$ cat src/rtl/bti_router.sv
`default_nettype none
// ============================================================================
// Module   : bti_router
// Purpose  : Routes host BTI requests to one of GST_NUM guests by address MSB
//            selector and returns responses strictly in request order.
// Revision : 1.0 - initial release
// ============================================================================
module bti_router #(
    parameter int                            BTI_AW      = 32,
    parameter int                            BTI_DW      = 32,
    parameter int                            GST_SEL_AW  = 8,
    parameter int                            GST_NUM     = 4,
    parameter logic [GST_NUM*GST_SEL_AW-1:0] GST_SEL     = {8'h30, 8'h20, 8'h10, 8'h00},
    parameter logic [GST_NUM*32-1:0]         GST_AW      = {4{32'd24}},
    parameter int                            OST_DEPTH   = 4,
    parameter logic [BTI_DW-1:0]             DECERR_DATA = 32'hDEAD_BEEF
) (
    input  logic                           clk,
    input  logic                           rst_n,
    // host request
    input  logic                           host_req_vld,
    output logic                           host_req_rdy,
    input  logic [BTI_AW-1:0]              host_req_addr,
    input  logic                           host_req_wr,
    input  logic [BTI_DW-1:0]              host_req_wdata,
    input  logic [BTI_DW/8-1:0]            host_req_wmask,
    // host response
    output logic                           host_rsp_vld,
    input  logic                           host_rsp_rdy,
    output logic [BTI_DW-1:0]              host_rsp_rdata,
    output logic                           host_rsp_ok,
    // guest requests
    output logic [GST_NUM-1:0]             gst_req_vld,
    input  logic [GST_NUM-1:0]             gst_req_rdy,
    output logic [GST_NUM*BTI_AW-1:0]      gst_req_addr,
    output logic [GST_NUM-1:0]             gst_req_wr,
    output logic [GST_NUM*BTI_DW-1:0]      gst_req_wdata,
    output logic [GST_NUM*(BTI_DW/8)-1:0]  gst_req_wmask,
    // guest responses
    input  logic [GST_NUM-1:0]             gst_rsp_vld,
    output logic [GST_NUM-1:0]             gst_rsp_rdy,
    input  logic [GST_NUM*BTI_DW-1:0]      gst_rsp_rdata,
    input  logic [GST_NUM-1:0]             gst_rsp_ok,
    // status
    output logic [$clog2(OST_DEPTH):0]     ost_cnt,
    output logic                           err_stray
);

    localparam int c_MW  = BTI_DW / 8;
    localparam int c_IDW = $clog2(GST_NUM + 1);
    localparam int c_PW  = $clog2(OST_DEPTH);
    localparam int c_CW  = c_PW + 1;
    // Order-FIFO entry value meaning "no guest, answer with a decode error"
    localparam logic [c_IDW-1:0] c_DECERR_ID = c_IDW'(GST_NUM);

    logic [GST_SEL_AW-1:0] w_sel;
    logic                  w_hit_any;
    logic                  w_hit_rdy;
    logic [c_IDW-1:0]      w_hit_idx;

    logic [c_IDW-1:0]      r_fifo [OST_DEPTH];
    logic [c_PW-1:0]       r_wptr;
    logic [c_PW-1:0]       r_rptr;
    logic [c_CW-1:0]       r_cnt;
    logic                  r_err_stray;

    logic                  w_full;
    logic                  w_empty;
    logic                  w_push;
    logic                  w_pop;
    logic [c_IDW-1:0]      w_push_id;
    logic [c_IDW-1:0]      w_head;
    logic [GST_NUM-1:0]    w_head_oh;

    assign w_sel = host_req_addr[BTI_AW-1 -: GST_SEL_AW];

    // Descending scan so the lowest matching guest overwrites the others
    always_comb begin
        w_hit_any = 1'b0;
        w_hit_rdy = 1'b0;
        w_hit_idx = '0;
        for (int i = GST_NUM - 1; i >= 0; i--) begin
            if (w_sel == GST_SEL[i*GST_SEL_AW +: GST_SEL_AW]) begin
                w_hit_any = 1'b1;
                w_hit_rdy = gst_req_rdy[i];
                w_hit_idx = c_IDW'(i);
            end
        end
    end

    assign w_full       = (r_cnt == c_CW'(OST_DEPTH));
    assign w_empty      = (r_cnt == '0);
    assign host_req_rdy = ~w_full & (w_hit_any ? w_hit_rdy : 1'b1);
    assign w_push       = host_req_vld & host_req_rdy;
    assign w_push_id    = w_hit_any ? w_hit_idx : c_DECERR_ID;

    for (genvar g = 0; g < GST_NUM; g++) begin : g_guest
        localparam int c_GAW = GST_AW[g*32 +: 32];
        logic [BTI_AW-1:0] w_addr_mask;

        for (genvar b = 0; b < BTI_AW; b++) begin : g_mask_bit
            assign w_addr_mask[b] = (b < c_GAW);
        end

        assign gst_req_vld[g]                    = rst_n & host_req_vld & ~w_full & w_hit_any
                                                   & (w_hit_idx == c_IDW'(g));
        assign gst_req_addr[g*BTI_AW +: BTI_AW]  = host_req_addr & w_addr_mask;
        assign gst_req_wr[g]                     = host_req_wr;
        assign gst_req_wdata[g*BTI_DW +: BTI_DW] = host_req_wdata;
        assign gst_req_wmask[g*c_MW +: c_MW]     = host_req_wmask;
    end

    assign w_head = r_fifo[r_rptr];

    always_comb begin
        host_rsp_vld   = 1'b0;
        host_rsp_rdata = '0;
        host_rsp_ok    = 1'b0;
        gst_rsp_rdy    = '0;
        w_head_oh      = '0;
        if (!w_empty) begin
            if (w_head == c_DECERR_ID) begin
                host_rsp_vld   = 1'b1;
                host_rsp_rdata = DECERR_DATA;
            end else begin
                for (int i = 0; i < GST_NUM; i++) begin
                    if (w_head == c_IDW'(i)) begin
                        w_head_oh[i]   = 1'b1;
                        host_rsp_vld   = gst_rsp_vld[i];
                        host_rsp_rdata = gst_rsp_rdata[i*BTI_DW +: BTI_DW];
                        host_rsp_ok    = gst_rsp_ok[i];
                        gst_rsp_rdy[i] = host_rsp_rdy;
                    end
                end
            end
        end
    end

    assign w_pop = host_rsp_vld & host_rsp_rdy;

    always_ff @(posedge clk or negedge rst_n) begin
        if (!rst_n) begin
            r_wptr      <= '0;
            r_rptr      <= '0;
            r_cnt       <= '0;
            r_err_stray <= 1'b0;
        end else begin
            if (w_push) begin
                r_wptr <= r_wptr + c_PW'(1);
            end
            if (w_pop) begin
                r_rptr <= r_rptr + c_PW'(1);
            end
            case ({w_push, w_pop})
                2'b10:   r_cnt <= r_cnt + c_CW'(1);
                2'b01:   r_cnt <= r_cnt - c_CW'(1);
                default: r_cnt <= r_cnt;
            endcase
            // Any guest offering a response that is not the current head is stray
            r_err_stray <= |(gst_rsp_vld & ~w_head_oh);
        end
    end

    // Entry storage needs no reset: only slots between the pointers are read
    always_ff @(posedge clk) begin
        if (w_push) begin
            r_fifo[r_wptr] <= w_push_id;
        end
    end

    assign ost_cnt   = r_cnt;
    assign err_stray = r_err_stray;

endmodule
`default_nettype wire

$ cat config.mk
export PLATFORM = sky130hd
export DESIGN_NAME = bti_router
export DESIGN_NICKNAME = d
export VERILOG_FILES = /design/src/rtl/bti_router.sv
export SDC_FILE = /design/constraint.sdc
export NUM_CORES = 1
export LEC_CHECK = 0
export ABC_AREA = 1
export CORE_AREA = 2 2 208 210
export CTS_BUF_LIST = sky130_fd_sc_hd__clkbuf_16
export DETAILED_ROUTE_END_ITERATION = 7
export DIE_AREA = 0 0 210 212
export GPL_ROUTABILITY_DRIVEN = 0
export PLACE_DENSITY = 0.45
export SLEW_MARGIN = 10
export SYNTH_ARGS = -nofsm -noshare
export SYNTH_HDL_FRONTEND = slang
export SYNTH_SLANG_ARGS = --single-unit
$ cat constraint.sdc
create_clock -name clk -period 4.6 [get_ports clk]
set_input_delay 0.46 -clock clk [delete_from_list [all_inputs] [get_ports clk]]
set_output_delay 0.46 -clock clk [all_outputs]
set_load 0.02 [all_outputs]
Word level (Yosys, flattened, before mapping) --
Memories as Yosys holds them, arrays and structs flattened. Index checks and enable logic that the tools add are counted.
Operators by class: add/sub/neg operators 4, eq/ne operators 13, multiplexer cells 47, bitwise logic cells 13, reduce and logical (&&, ||, !) cells 6
Operators by type and width (number):
- 2-to-1 mux 32 bit | 6
- 2-to-1 mux 1 bit | 31
- equality test 8 x 6 -> 1 bit, second input constant | 2
- 2-to-1 mux 4 bit | 4
- equality test 3 x 2 -> 1 bit, second input constant | 4
- AND 1 bit | 10
- zero test 3 bit | 3
- 2-to-1 mux 3 bit | 3
- equality test 8 x 5 -> 1 bit, second input constant | 1
- zero test 8 bit | 1
- equality test 3 x 1 -> 1 bit, second input constant | 2
- equality test 3 bit, second input constant | 2
- case mux 3 bit (2 select lines) | 1
- adder 2 x 1 -> 2 bit, second input constant | 2
- AND 4 bit | 1
- 2-to-1 mux 2 bit | 2
- inverter 4 bit | 1
- OR reduction 4 bit | 1
- adder 3 x 1 -> 3 bit, second input constant | 1
- subtractor 3 x 1 -> 3 bit, second input constant | 1
- equality test 2 x 1 -> 1 bit, second input constant | 1
- equality test 2 bit, second input constant | 1
- nonzero test 2 bit | 1
- inverter 1 bit | 1
Word-level totals: bits in registers 8, memory bits (writable) 12, bits of input ports 213, output and inout port bits 323, logic and storage cells 88, memories kept 1
Memories:
- r_fifo | depth 4, bits a word 3, read ports 1, clocked after memory_dff 0, write ports 1, RTL line 61 | logic [c_IDW-1:0] r_fifo [OST_DEPTH];

Longest topological paths before layout --
Gate-level depths: netlist of run 1. An unclocked memory read counts as a cell.
depth in word-level cells 11, mapped depth 17, gate-level depth less buffers 16

Worst setup path after synthesis of run 1 --
No wires, ideal clock.
path kind input port to flip-flop, from input port host_req_addr[27], to register r_cnt[2] (netlist: ost_cnt[2]), setup time 0.131 ns, data arrival time 2.245 ns, slack 2.224 ns, stages on the path 15, buffers on the path 0, cell sequence nor2_1 -> nand3_1 -> nor2_1 -> inv_1 -> nor2_1 -> nor2_1 -> nand2_1 -> nand2_1 -> nand2_1 -> ha_1 -> inv_1 -> fa_1 -> a21oi_1 -> o21ai_0 -> xor2_1
Between the ends: longest elaborated chain between the ends 10
Ends and longest elaborated chain:
- start, declared | RTL line 23 | input logic [BTI_AW-1:0] host_req_addr,
- equality test 8 x 6 -> 1 bit | RTL line 83 | if (w_sel == GST_SEL[i*GST_SEL_AW +: GST_SEL_AW]) begin
- 2-to-1 mux 1 bit (4 in a row) | RTL line 83
- 2-to-1 mux 1 bit (*) | RTL line 93 | assign host_req_rdy = ~w_full & (w_hit_any ? w_hit_rdy : 1'b1);
- AND 1 bit (*) | RTL line 93
- AND 1 bit (*) | RTL line 94 | assign w_push = host_req_vld & host_req_rdy;
- equality test 2 x 1 -> 1 bit / equality test 2 bit (equally long branches) | RTL line 154 | case ({w_push, w_pop})
- case mux 3 bit (2 select lines) / nonzero test 2 bit (equally long branches)
- end signal, assigned | RTL line 155 | 2'b10: r_cnt <= r_cnt + c_CW'(1);
- end signal, assigned | RTL line 156 | 2'b01: r_cnt <= r_cnt - c_CW'(1);
- end signal, assigned | RTL line 157 | default: r_cnt <= r_cnt;
- end, declared | RTL line 64 | logic [c_CW-1:0] r_cnt;
Mark *: on every way between the ends. The rest lies on a longest branch, timed or not. A chain may end at the register's enable or synchronous reset.

Worst setup path in the final report of run 1 --
from register r_rptr[0], to output port host_rsp_rdata[4]
Between the ends: longest elaborated chain between the ends 8
Ends and longest elaborated chain:
- start, declared | RTL line 63 | logic [c_PW-1:0] r_rptr;
- start signal, assigned | RTL line 152 | r_rptr <= r_rptr + c_PW'(1);
- memory (4 x 3 bit) (*)
- zero test 3 bit | RTL line 127 | if (w_head == c_IDW'(i)) begin
- 2-to-1 mux 32 bit (4 in a row) | RTL line 127
- 2-to-1 mux 32 bit (*) | RTL line 122 | if (w_head == c_DECERR_ID) begin
- 2-to-1 mux 32 bit (*) | RTL line 121 | if (!w_empty) begin
- end, declared | RTL line 30 | output logic [BTI_DW-1:0] host_rsp_rdata,
Marked as above.

==> flow_summary.ini, run 1 <==
[die]
fp-row-count = 76
die_x_microns = 210
die_h_microns = 212
core_sq_mm = 0.0425
dieArea_sq_mm = 0.0445
num_io_pins = 536
start_util_pct = 10.8

[grt]
grt_max_degree = 35
grt_pass1_wl_microns = 26300
antenna_found_initial = 2
gr-total-overflow = 0
grt_pass1_vias = 3626
grt_usage_pct = 8.14

[final_layout]
diodes = 0
synthToLayoutAreaGrowth_pct = 14.4
nets = 872
fin_cells = 1198
drive_gt1_share_pct = 4.14
fill_cells = 4929

[sta]
tightest_slew_ns = 0.722
finalCritPeriodShare_pct = 81.7
final-setup-viol-count = 0
period_needed_ns = 3.76
hold_viol = 0
rsz0062_at_grt = false
achievable-frequency_mhz = 266
whs_ns = 0.540
final.setup_skew_ns = 0.00211
slew_viol_final = 0
worst_slack_ns = 0.840
max-slew-margin-rel_pct = 51.5
tns_ns = 0

[clock_network]
clockRootBuffer = clkbuf_16
path_clk_slew_ns = 0.05
htreeDepth = 1
tritoncts = built
clk_path_buf_depth = 2
post-cts-setup-buffers = 0
cts_num_sinks = 20
cts_resized = 0
postCtsHoldBufs = 0
cts_made_buffers = 3
clock_latency_ns = 0.25

[setup_path]
crit_type = reg2out
crit_required_ns = 4.14
cpLargestDelayFamily = buffers and inverters
crit_arrival_ns = 3.30
crit_path_start_kind = flip-flop
slowest_delay_ns = 0.66
crit_buf_inv = 3
path_max_fanout = 30
endpoint_kind = output pin
crit_chain = inv_4 -> nand2_1 -> nand3_2 -> nand2_4 -> nor2_1 -> nand2_1 -> inv_2 -> a21oi_1 -> a21oi_1 -> clkdlybuf4s50_1
crit_path_top_delay_cell = inv_2

[pwr]
power_leakage_nw = 2.14
power_density_mw_per_mm2 = 603
peakVddDrop_v = 0.000215

[detailed_routing]
drc = 0
drtIter0Drc = 167
vias = 3756
ant_nets = 0
dr.pass1.iters = 4
wl_per_cell_microns = 16.6
via_per_inst = 3.14
finalWirelength_microns = 19800

[yosys]
synth-seq-area-share_pct = 12.2
synth_area_sq_mm = 0.00460
syn_inst = 712
ys_seq_elements = 20
yosys_warnings = 0
netlist-cell-type-count = 34
synth.avg_cell_area_sq_um = 6.46

[place]
dp_cells = 1194
hpwlAfterDp_microns = 16800
io_buffers = 198
place_ws_ns = 1.01

[worst_hold_path]
min_path_type = in2async

[run]
maxCapViolCount = 0

[status]
status = finished, final reports clean
state kept, by name, indices dropped and copies added, names as in the netlist:
register / flops
r_fifo: 12
ost_cnt: 3
r_rptr: 2
r_wptr: 2
err_stray: 1
cell families (layout without fill, tap and decap cells):
group                      count (synthesis)  in the layout  share of synthesized area (%)
other                                      1             32                         0.0815
adders and majority gates                  6              6                           1.79
xor gates and xnor gates                   3              3                          0.571
DFF                                       20             20                           12.2
AOI/OAI and AO/OA                         52             52                           6.01
buffers and inverters                    334            243                           51.5
and+or+nand+nor                          296            296                           27.8
layout make-up:
type	count	area, sq um	share of cell area (%)
Tap cell	546	683	13.0
Clock inverter	1	3.75	0.0713
Multi-Input combinational cell	389	1790	33.9
Clock buffer	3	75.1	1.43
Sequential cell	20	561	10.6
Inverter	37	144	2.73
Timing Repair Buffer	202	2010	38.2
stage by stage:
step | util [%] | instance area, sq um | power (W)
floorplan | - | 4720 | 0.00221
global placement | 12.2 | 5190 | 0.00305
detailed placement | 12.2 | 5190 | 0.00305
CTS | 12.4 | 5270 | 0.00324
global route | 12.4 | 5270 | 0.00347
finish | 12.4 | 5270 | 0.00317
placed cells by master (no fill, tap or decap), drive strengths merged:
| cell type | Yosys | final |
|---|---|---|
| nand3 | 53 | 53 |
| inv | 37 | 37 |
| ha | 5 | 5 |
| nor2 | 57 | 57 |
| nand2 | 175 | 175 |
| nand4 | 3 | 3 |
| a21oi | 16 | 16 |
| buf | 292 | 4 |
| a22oi | 1 | 1 |
| edfxtp | 12 | 12 |
| a21boi | 1 | 1 |
| o311ai | 1 | 1 |
| clkdlybuf4s50 | 0 | 198 |
| o21ai | 33 | 33 |
| xnor2 | 1 | 1 |
| dfrtp | 8 | 8 |
| conb | 1 | 32 |
| clkbuf | 5 | 3 |
| fa | 1 | 1 |
| nor3 | 8 | 8 |
| clkinv | 0 | 1 |
| xor2 | 2 | 2 |
worst paths after layout:
check,from,endpoint,slack (ns),depth (start not counted)
max,r_rptr[0],host_rsp_rdata[4],0.84,10
min,rst_n,ost_cnt[2],0.54,1
max reg2reg,r_rptr[0],ost_cnt[2],2.00,16
min reg2reg,r_wptr[1],r_wptr[1],0.55,2
max in group asynchronous,rst_n,r_wptr[0],3.74,1
min in group clk,r_wptr[1],r_wptr[1],0.55,2
routing by layer:
metal	routed length [microns]	part of all wire [%]	global-route usage, %	up-vias
li1	-	-	-	1793
met1	7230	36	8.86	1568
met2	9160	46	13.5	374
met3	3160	16	5.33	15
met4	223	1.1	1.05	6
met5	57	0.29	0.445	-
worst reg2reg max path, delay by kind of cell (launching register included):
family          cells  cell delay, ns
simple gates        6            0.56
flops               1            0.53
fa+ha+maj           2            0.52
compound gates      3            0.39
buf+inv             4            0.32
xor+xnor            1            0.15
synthesized netlist by cell type:
master	number	area, sq um
nand2_4	2	22.5
clkbuf_2	1	5.00
conb_1	1	3.75
nand4_2	1	12.5
ha_1	5	62.6
fa_1	1	20.0
buf_1	1	3.75
nor2_1	54	203
inv_1	31	116
nor2_4	1	11.3
buf_2	2	10.0
xor2_1	2	17.5
buf_6	6	67.6
a21oi_2	2	17.5
a22oi_1	1	7.51
clkbuf_1	4	15.0
buf_4	283	2120
a21oi_1	14	70.1
nand4_1	2	12.5
nand3_1	49	245
nor3_1	8	40.0
inv_2	4	15.0
o21ai_0	15	75.1
o21ai_1	18	90.1
nand2_1	171	642
nor2_8	2	40.0
o311ai_0	1	8.76
a21boi_0	1	7.51
nand3_2	4	40.0
xnor2_1	1	8.76
inv_4	2	12.5
dfrtp_1	8	200
nand2_2	2	12.5
edfxtp_1	12	360
power breakdown:
part           internal (W)  total (W)  leakage [nW]  switching [W]
Combinational       0.00107    0.00270          1.90        0.00163
Clock              0.000116   0.000175        0.0385      0.0000594
Sequential         0.000244   0.000299         0.200      0.0000545
Total               0.00143    0.00317          2.14        0.00175
Note: power is estimated with default switching activity, not from simulation.
==> run 2, diff against run 1 <==
CORE_AREA = 2 2 209 211   (was 2 2 208 210)
DIE_AREA = 0 0 211 213   (was 0 0 210 212)
clock period = 3.7 ns   (was 4.6 ns; I/O delays follow)
==> run 2 against run 1 <==
Compared with the run above:
- clock power increased by 65%
- first-iteration DRC count increased by 43%
- design area increased by 1.2%
- core utilization increased by 0.094 points
- non-clock buffer count increased by 5
- sequential cell count unchanged
==> flow_summary.ini, run 2 (synthesized netlist as in run 1, its figures left out) <==
[detailed_routing]
finalWirelength_microns = 21100
drc = 0
ant_nets = 0
via_per_inst = 3.21
wl_per_cell_microns = 17.5
vias = 3858
dr.pass1.iters = 5
drtIter0Drc = 239

[die]
die_h_microns = 213
die_x_microns = 211
start_util_pct = 10.8
fp-row-count = 76
num_io_pins = 536
core_sq_mm = 0.0427
dieArea_sq_mm = 0.0449

[setup_path]
crit_required_ns = 3.33
crit_arrival_ns = 2.98
r2r_start = r_rptr[0]
r2r-end = ost_cnt[2]
rr_worst_depth = 14
path_max_fanout = 21
crit_path_start_kind = flip-flop
rrSetupSlack_ns = 0.89
endpoint_kind = output pin
crit_type = reg2out

[clock_network]
clk_path_buf_depth = 2
clockRootBuffer = clkbuf_16
clock_latency_ns = 0.25
cts_made_buffers = 3
htreeDepth = 1
post-cts-setup-buffers = 0
cts_resized = 0
cts_num_sinks = 20
path_clk_slew_ns = 0.06
postCtsHoldBufs = 0
tritoncts = built

[place]
placed_cell_area_sq_mm = 0.00522
hpwlAfterDp_microns = 18100
io_buffers = 198

[run]
maxCapViolCount = 0

[grt]
grt_max_degree = 31
antenna_found_initial = 4
grt_pass1_vias = 3736
grt_pass1_wl_microns = 28000
gr-total-overflow = 0
grt_usage_pct = 8.71

[sta]
period_needed_ns = 3.35
whs_ns = 0.436
tns_ns = 0
finalCritPeriodShare_pct = 90.5
hold_viol = 0
tightest_slew_ns = 0.726
final-setup-viol-count = 0
achievable-frequency_mhz = 299
final.setup_skew_ns = 0.00602
max-slew-margin-rel_pct = 51.5
rsz0062_at_grt = false
slew_viol_final = 0

[final_layout]
top_register = r_fifo
final_area_sq_mm = 0.00533
final_util_pct = 12.5
mostFrequentLayoutCell = clkdlybuf4s50_1
layout_common_cells = 198 x clkdlybuf4s50_1, 171 x nand2_1, 54 x nor2_1, 49 x nand3_1, 32 x conb_1
diodes = 0
largest_reg_flops = 12
nets = 877
seq_area_sq_um = 561
drive_gt1_share_pct = 5.02
synthToLayoutAreaGrowth_pct = 15.8
multi_input_area_sq_mm = 0.00179
fill_cells = 4912

[status]
status = finished, final reports clean

[pwr]
peakVddDrop_v = 0.000267
power_w = 0.00403
power_leakage_nw = 2.18
power_density_mw_per_mm2 = 756

[worst_hold_path]
min_path_type = in2async
## run 2: changes by cell type in the layout (fill, tap and decap cells not counted)
| cell | before | now |
|---|---|---|
| clkinv_1 | 1 | 0 |
| buf_4 | 4 | 9 |
| bufinv_16 | 0 | 1 |
## run 2: worst max-delay path by stage
stage | start | to | slack (ns) | cells after the start
after floorplan | r_rptr[1] | ost_cnt[2] | 1.39 | 14
after global routing | r_rptr[0] | host_rsp_rdata[31] | 0.14 | 12
after global placement | r_rptr[0] | gst_rsp_rdy[1] | 0.65 | 9
final | r_rptr[0] | host_rsp_rdata[31] | 0.35 | 12
after CTS | r_rptr[0] | host_rsp_rdata[31] | 0.33 | 12
after detailed placement | r_rptr[0] | host_rsp_rdata[31] | 0.61 | 12
## run 2: worst max-delay path: stages, from the launching register on
cell             delay, ns
dfrtp_1               0.54
inv_4                 0.09
nand2_1               0.09
nand3_2               0.09
nand2_2               0.14
nand2_1               0.26
nor2_4                0.17
buf_4                 0.32
nand2_1               0.09
nand3_1               0.12
o21ai_0               0.09
nand2_1               0.08
clkdlybuf4s50_1       0.64
## run 2: final cells by class
type,instances,area share [%]
clock buffers,3,1.41
clock inverters,1,0.564
inverters,37,2.70
multi-input cells,389,33.5
flip-flops and latches,20,10.5
well taps,546,12.8
repair buffers,207,38.5
## run 2: report_power, final
group,internal (W),total [W],switching (W)
registers,0.000304,0.000371,0.0000676
logic,0.00135,0.00337,0.00202
clock network,0.000214,0.000289,0.0000752
total,0.00187,0.00403,0.00216
## run 2: through the flow
stage,cells,setup WS [ns]
after floorplan,743,1.39
after global placement,1199,0.651
after detailed placement,1199,0.611
after CTS,1203,0.329
after global routing,1203,0.142
final,1203,0.351
## run 2: metal layers
metal  up-vias  GRT usage, %  part of all wire [%]
li1       1805             -                     -
met2       380          14.7                    48
met1      1654          10.0                    37
met5         -         0.890                  0.39
met4         6         0.704                  0.45
met3        13          4.75                    15
